<file path="src/rtl/arb_pkg.sv">
// Shared widths and FSM state encoding for the 8-way round-robin arbiter.
package arb_pkg;

  localparam int N_REQ = 8;
  localparam int IDX_W = 3;

  typedef enum logic {
    IDLE  = 1'b0,
    GRANT = 1'b1
  } state_t;

endpackage : arb_pkg

</file>
<file path="src/rtl/arbiter8_rr_if.sv">
// Request/grant bundle between the requesting lanes (master) and the arbiter (slave).
interface arbiter8_rr_if;
  import arb_pkg::*;

  logic [N_REQ-1:0] req;
  logic [N_REQ-1:0] gnt;
  logic [IDX_W-1:0] gnt_idx;
  logic             busy;
  logic             timeout;

  modport master (output req, input gnt, gnt_idx, busy, timeout);
  modport slave  (input req, output gnt, gnt_idx, busy, timeout);

endinterface : arbiter8_rr_if

</file>
<file path="src/rtl/rr_pick8.sv">
// Combinational rotating priority encoder: first set request at or after ptr, modulo 8.
module rr_pick8
  import arb_pkg::*;
(
  input  logic [N_REQ-1:0] req,
  input  logic [IDX_W-1:0] ptr,
  output logic [IDX_W-1:0] win_idx,
  output logic             win_vld
);

  logic [2*N_REQ-1:0] w_dbl;
  logic [N_REQ-1:0]   w_rot;
  logic [IDX_W-1:0]   w_off;

  // Doubling the vector turns the rotate-right into a plain part-select.
  assign w_dbl = {req, req};
  assign w_rot = w_dbl[ptr +: N_REQ];

  always_comb begin
    // NOTE: every output of this block gets a default first, so no path leaves it unassigned and no latch is inferred.
    w_off   = '0;
    win_vld = 1'b0;
    for (int i = N_REQ - 1; i >= 0; i--) begin
      if (w_rot[i]) begin
        w_off   = IDX_W'(i);
        win_vld = 1'b1;
      end
    end
  end

  assign win_idx = w_off + ptr;

endmodule : rr_pick8

</file>
<file path="src/rtl/arbiter8_rr.sv">
// Round-robin arbiter, 8 requesters, registered one-hot grant held until release.
// Optional forced revoke after MAX_HOLD cycles when ARB_TIMEOUT_EN is defined.
module arbiter8_rr
  import arb_pkg::*;
#(
  parameter int unsigned MAX_HOLD = 16
) (
  input  logic          clk,
  input  logic          rst_n,
  arbiter8_rr_if.slave  bus
);

  state_t           r_state;
  logic [IDX_W-1:0] r_ptr;
  logic [N_REQ-1:0] r_gnt;
  logic [IDX_W-1:0] r_gnt_idx;
  logic [IDX_W-1:0] w_win_idx;
  logic             w_win_vld;

  rr_pick8 u_pick (
    .req     (bus.req),
    .ptr     (r_ptr),
    .win_idx (w_win_idx),
    .win_vld (w_win_vld)
  );

  a_max_hold_range: assert property (@(posedge clk) (MAX_HOLD >= 1) && (MAX_HOLD <= 255));

`ifdef ARB_TIMEOUT_EN
  logic [7:0] r_hold_cnt;
  logic       r_timeout;
  logic       w_hold_lim;

  // Counter holds completed grant cycles minus one, so the limit is MAX_HOLD-1.
  assign w_hold_lim = (r_hold_cnt == 8'(MAX_HOLD - 1));
`endif

  always_ff @(posedge clk or negedge rst_n) begin
    if (!rst_n) begin
      r_state    <= IDLE;
      r_ptr      <= '0;
      r_gnt      <= '0;
      r_gnt_idx  <= '0;
`ifdef ARB_TIMEOUT_EN
      r_hold_cnt <= '0;
      r_timeout  <= 1'b0;
`endif
    end else begin
`ifdef ARB_TIMEOUT_EN
      r_timeout <= 1'b0;
`endif
      unique case (r_state)
        IDLE: begin
          if (w_win_vld) begin
            // NOTE: non-blocking assignments here so every register samples pre-edge values regardless of statement order.
            r_state   <= GRANT;
            r_gnt     <= N_REQ'(1) << w_win_idx;
            r_gnt_idx <= w_win_idx;
            r_ptr     <= w_win_idx + IDX_W'(1);
`ifdef ARB_TIMEOUT_EN
            r_hold_cnt <= '0;
`endif
          end
        end
        GRANT: begin
          if (!bus.req[r_gnt_idx]) begin
            r_state   <= IDLE;
            r_gnt     <= '0;
            r_gnt_idx <= '0;
          end
`ifdef ARB_TIMEOUT_EN
          else if (w_hold_lim) begin
            r_state   <= IDLE;
            r_gnt     <= '0;
            r_gnt_idx <= '0;
            r_timeout <= 1'b1;
          end else begin
            r_hold_cnt <= r_hold_cnt + 8'd1;
          end
`endif
        end
      endcase
    end
  end

  assign bus.gnt     = r_gnt;
  assign bus.gnt_idx = r_gnt_idx;
  assign bus.busy    = (r_state == GRANT);
`ifdef ARB_TIMEOUT_EN
  assign bus.timeout = r_timeout;
`else
  assign bus.timeout = 1'b0;
`endif

endmodule : arbiter8_rr

</file>
<file path="src/flat_wrapper.sv">
// flat-port wrapper written by rule: the top's interface ports become plain ports
module arbiter8_rr_flat import arb_pkg::*;
#(
  parameter int unsigned MAX_HOLD = 16
)
  (clk, rst_n, bus_req, bus_gnt, bus_gnt_idx, bus_busy, bus_timeout);
  arbiter8_rr_if bus_i ();
  input  logic clk;
  input  logic rst_n;
  input wire logic [$bits(bus_i.req)-1:0] bus_req;
  output wire logic [$bits(bus_i.gnt)-1:0] bus_gnt;
  output wire logic [$bits(bus_i.gnt_idx)-1:0] bus_gnt_idx;
  output wire logic [$bits(bus_i.busy)-1:0] bus_busy;
  output wire logic [$bits(bus_i.timeout)-1:0] bus_timeout;
  assign bus_i.req = bus_req;
  assign bus_gnt = bus_i.gnt;
  assign bus_gnt_idx = bus_i.gnt_idx;
  assign bus_busy = bus_i.busy;
  assign bus_timeout = bus_i.timeout;
  arbiter8_rr #(.MAX_HOLD(MAX_HOLD)) u_core (.clk(clk), .rst_n(rst_n), .bus(bus_i));
endmodule
</file>
<file path="config.mk">
export PLATFORM = sky130hd
export DESIGN_NAME = arbiter8_rr_flat
export DESIGN_NICKNAME = d
export VERILOG_FILES = /design/src/rtl/arb_pkg.sv /design/src/rtl/arbiter8_rr_if.sv /design/src/rtl/rr_pick8.sv /design/src/rtl/arbiter8_rr.sv /design/src/flat_wrapper.sv
export SDC_FILE = /design/constraint.sdc
export NUM_CORES = 1
export LEC_CHECK = 0
export CORE_ASPECT_RATIO = 0.7
export CORE_MARGIN = 4
export CORE_UTILIZATION = 35
export CTS_BUF_LIST = sky130_fd_sc_hd__clkbuf_4
export CTS_CLUSTER_SIZE = 20
export DETAILED_ROUTE_END_ITERATION = 12
export PLACE_DENSITY = 0.65
export SLEW_MARGIN = 0
export SYNTH_ARGS = -nofsm -noshare
export SYNTH_HDL_FRONTEND = slang
export SYNTH_HIERARCHICAL = 1
export SYNTH_SLANG_ARGS = --single-unit
</file>
<file path="constraint.sdc">
create_clock -name clk -period 6.8 [get_ports clk]
set_clock_uncertainty 0.2 [all_clocks]
set_input_delay 1.02 -clock clk [delete_from_list [all_inputs] [get_ports clk]]
set_output_delay 1.02 -clock clk [all_outputs]
set_load 0.01 [all_outputs]
</file>
### After elaboration in Yosys (flattened, before gate mapping)

Index checks and enable logic that the tools add are counted.
W data, S select, Z words.

* add/sub/neg operators: 2
* order comparisons: 1
* equality and inequality tests: 2
* shifts and indexed selects: 2
* mux-type cells: 27
* bitwise operators: 1
* reductions and logical operators: 2

Operator list (count)
* $mux W3: 10
* $mux W8: 2
* $pmux W8 S2: 1
* $shiftx A16 B4 Y8: 1
* $mux W1: 11
* $shl A1 B3 Y8 const A: 1
* $pmux W3 S2: 1
* $lt A3 B4 Y1 const B: 1
* $ne A2 B2 Y1 const B: 2
* $reduce_and A2 Y1: 2
* $add A3 B1 Y3 const B: 1
* $add A3 B3 Y3: 1
* $bmux W1 S3: 1
* $pmux W1 S2: 1
* $not A1 Y1: 1

* flip-flop bits (word level): 15
* input bits: 10
* output and inout port bits: 13

### Longest topological paths before layout

* depth in word-level cells: 13
* mapped depth: 17
* gate-level depth less buffers: 15

### Hierarchy

Netlist, hierarchy kept.

By module, submodules not included
* arbiter8_rr: times used 1, cells an instance 86, area an instance 905.9 µm², seq. area each 375.4 µm²
* rr_pick8: times used 1, cells an instance 71, area an instance 651.9 µm², seq. area each 0.0 µm²

### Worst setup path after synthesis

Ideal clock, no wire load.

* kind: in2reg
* start: in bus_req[4]
* end: reg u_core.r_gnt[3], in the netlist u_core/bus.gnt[3]
* library setup time: 0.140 ns
* arrival: 4.171 ns
* required time: 6.460 ns
* setup slack: 2.289 ns
* stages on the path: 16
* buffers on the path: 1
* cells stage by stage: clkbuf_2 -> mux4_2 -> mux2_2 -> o311ai_1 -> and3_1 -> nor2_1 -> o31ai_2 -> ha_1 -> inv_1 -> fa_1 -> xor2_1 -> xnor2_1 -> inv_1 -> ha_1 -> mux2i_1 -> o32ai_1

* longest elaborated chain between the ends: 13
* elaborated cells between the ends (all ways): 26

Ends and longest elaborated chain
* from (decl): RTL line flat_wrapper.sv:10 `input wire logic [$bits(bus_i.req)-1:0] bus_req;`
* $shiftx A16 B4 Y8 (*): RTL line rr_pick8.sv:17 `assign w_rot = w_dbl[ptr +: N_REQ];`
* $mux W3 (7 in a row): RTL line rr_pick8.sv:24 `if (w_rot[i]) begin`
* $mux W3 (*): RTL line rr_pick8.sv:24
* $add A3 B3 Y3 (*): RTL line rr_pick8.sv:31 `assign win_idx = w_off + ptr;`
* net u_core.w_win_idx[2]: RTL line arbiter8_rr.sv:17 `logic [IDX_W-1:0] w_win_idx;`
* $shl A1 B3 Y8 (*): RTL line arbiter8_rr.sv:57 `r_gnt <= N_REQ'(1) << w_win_idx;`
* $mux W8 (*): RTL line arbiter8_rr.sv:54 `if (w_win_vld) begin`
* $pmux W8 S2 (*): RTL line arbiter8_rr.sv:52 `unique case (r_state)`
* to (signal assigned): RTL line arbiter8_rr.sv:57
* to (decl): RTL line arbiter8_rr.sv:15 `logic [N_REQ-1:0] r_gnt;`

Mark *: on every way through the listed nets, which the timed path passes. The rest lies on a longest branch. The select of a mux whose other input is x is not followed.
A chain may end at the register's enable or synchronous reset.

### Worst setup path after layout

* start: in bus_req[2]
* end: reg u_core.r_gnt[3], in the netlist u_core/bus.gnt[3]

The elaborated chain is that of the path after synthesis.

==> flow_summary_export.csv <==
group,metric,value,unit
worst_setup_path,crit_chain,"clkdlybuf4s50_1 > mux4_2 > mux2_2 > o311ai_1 > and3_1 > nor2_1 > o31ai_2 > ha_1 > inv_1 > fa_1 > xor2_1 > xnor2_1 > inv_1 > ha_1 > mux2i_1 > o32ai_1",
timing,finalHoldViolations,0,
final_layout,synthToLayoutAreaGrowth,15.9,%
cts,h-tree-depth,1,
pwr,powerDensity,491,nW/µm²
cts,cts_tree,"yes",
die,die_h,63.8,µm
die,die_area,5600,µm²
worst_setup_path,cp-start-kind,"primary input",
cts,clk_pin_slew,100,ps
logic_synthesis,synthesis.area,1560,µm²
global_routing,grt_util_met2,0.201,
global_routing,use_met1,0.222,
cts,numClockSinks,15,
logic_synthesis,synth_top_area_share,0.241,
global_routing,grt_pass1_vias,1236,
worst_hold_path,min_path_type,"reg2reg",
timing,relSlewSlack,0.432,
final_layout,fin_util,0.439,
worst_setup_path,cp.arrival,5070,ps
die,start_util,0.379,
drt,drc_errors,0,
global_routing,grt_max_degree,24,
timing,fmax,196,MHz
die,row_count,19,
flow_run,maxCapViolCount,0,
logic_synthesis,ys_top_cells_by_area,"dfrtp_1 24%, mux2i_1 11%, mux4_2 8.7%",
logic_synthesis,synth_common_cells,"17 x mux2i_1, 15 x dfrtp_1, 15 x inv_1",
worst_setup_path,crit_slowest_cell,"clkdlybuf4s50_1",
final_layout,n_antenna_cell,0,
timing,post-route-period-util,0.752,
placed_design,port_buffers,21,
timing,finalWorstSetupSlack,1690,ps
worst_setup_path,crit_type,"in2reg",
worst_setup_path,cp_slowest_stage_delay,590,ps
logic_synthesis,synth_area_per_cell,9.92,µm²
worst_setup_path,path_buf_inv,3,
global_routing,grt_pass1_wl,6470,µm
cts,cts_buffers,3,
pwr,ir_drop,0.291,mV
logic_synthesis,synth.largest_area_cell,"dfrtp_1",
cts,clock_latency,290,ps
timing,drv_slew,0,
drt,ant_nets,0,
logic_synthesis,synthArstFlopShare,1.00,
drt,num_vias,1300,
logic_synthesis,synth_cell_type_count,48,
placed_design,pre_cts_ws,1390,ps
worst_setup_path,cp-end-kind,"flip-flop",
timing,worst_pin_slew,852,ps
final_layout,drive_above_1_share,0.128,
cts,cts_resized,0,
timing,setup_violations,0,
die,core_area,4110,µm²
pwr,p_leak,0.730,nW
cts,holdBufCountCts,0,
logic_synthesis,syn-instance-count,157,
logic_synthesis,synth_ff_type,"dfrtp_1",
worst_setup_path,path_max_fanout,9,
logic_synthesis,synth-edff-count,0,
timing,whs,368,ps
drt,wirelength,3650,µm
placed_design,routabilityCongestion,0.896,
drt,drtIter0Drc,102,
global_routing,grtUsageTotal,0.143,
outcome,status,"completed",
logic_synthesis,ys_seq_area_frac,0.241,
final_layout,nets,191,
cts,clockBufferDepth,2,
worst_setup_path,crit_family,"multiplexers",
die,ios,23,
timing,tns,0,ps
drt,viasPerCell,5.80,
logic_synthesis,synth_seq_cells,15,
timing,finalCriticalPeriod,5110,ps
cts,clock-root-buffer,"clkbuf_4",
worst_setup_path,cp.required,6750,ps
global_routing,gr-usage-met3,0.0321,
logic_synthesis,syn_nets,175,
placed_design,dp_hpwl,2760,µm
global_routing,grt_overflow_total,0,
global_routing,grt_busiest_layer,"met1",
die,die_x,87.7,µm
timing,rsz0062_at_grt,"false",
global_routing,antenna_found_initial,0,
logic_synthesis,synth.most_common_cell,"mux2i_1",
drt,routedWlPerCell,16.3,µm
logic_synthesis,ys_warn_count,6,
cts,post-cts-setup-buffer-count,0,
drt,first_pass_iters,4,
[state kept, by name, indices dropped and copies added (netlist names)]
| signal | count |
|---|---|
| u_core/bus.gnt | 8 |
| u_core/bus.gnt_idx | 3 |
| u_core/r_ptr | 3 |
| u_core/bus.busy | 1 |
[power breakdown]
part           leakage [nW]  switching, mW  internal, mW  total, mW
sequential            0.195         0.0872         0.122      0.209
clock                0.0177         0.0302        0.0219     0.0520
combinational         0.517          0.313         0.313      0.626
[per-stage QoR]
step	total power, mW	std cells	instance area (µm²)
after floorplan	0.674	157	1560
after global placement	0.807	220	1780
after detailed placement	0.831	220	1780
after CTS	0.885	224	1810
after global routing	0.972	224	1810
final	0.887	224	1810
[cell type report]
type / instances / area (µm²)
clock buffer: 3 / 22.5
clock inverter: 1 / 5.00
fill: 381 / 2310
inverter: 16 / 60.1
multi-input combinational: 116 / 1070
sequential: 15 / 375
tap: 52 / 65.1
timing repair buffer: 21 / 210
[layer usage]
layer	part of all wire	up-vias	wire length [µm]
li1	-	628	-
met1	0.51	639	1860
met2	0.44	31	1610
met3	0.046	2	168
met4	0.0044	0	16
met5	0	-	0
[layout by cell type, fill, tap and decap left out, types with 4 or more instances in the layout]
cell,count
o21ai_0,7
nor2_1,7
mux2_2,5
inv_1,15
mux4_2,6
mux2i_1,17
o21a_1,5
nand2_1,5
nor2b_1,4
nand2b_1,4
dfrtp_1,15
clkdlybuf4s50_1,21
ha_1,7
o32ai_1,11
[path summary, 6_finish.rpt]
| path | from | end | cells past startpoint | slack [ps] |
|---|---|---|---|---|
| setup / recovery | bus_req[2] | u_core/bus.gnt[3]$_DFFE_PN0P_ | 16 | 1690 |
| hold / removal | u_core/bus.gnt[2]$_DFFE_PN0P_ | u_core/bus.gnt[2]$_DFFE_PN0P_ | 2 | 370 |
| setup reg to reg | u_core/r_ptr[1]$_DFFE_PN0P_ | u_core/bus.gnt[3]$_DFFE_PN0P_ | 15 | 2030 |
| hold reg to reg | u_core/bus.gnt[2]$_DFFE_PN0P_ | u_core/bus.gnt[2]$_DFFE_PN0P_ | 2 | 370 |
| max in group asynchronous | rst_n | u_core/bus.gnt[1]$_DFFE_PN0P_ | 1 | 5030 |
| min in group asynchronous | rst_n | u_core/bus.gnt[3]$_DFFE_PN0P_ | 1 | 930 |
[kinds of logic after synthesis]
logic type / share of synthesized area
fa+ha+maj: 0.0691
simple gates: 0.109
xor+xnor: 0.0112
compound gates: 0.208
buf+inv: 0.0739
mux: 0.285
other cells: 0.00241
flops: 0.241
[worst register-to-register path: stages (launching register included)]
cell and delay [ps]:
dfrtp_1 910, mux4_2 640, mux2_2 300, o311ai_1 260, and3_1 210, nor2_1 50
o31ai_2 170, ha_1 170, inv_1 50, fa_1 370, xor2_1 160, xnor2_1 450
inv_1 190, ha_1 250, mux2i_1 140, o32ai_1 110
Power figures use the tool's default switching activity.
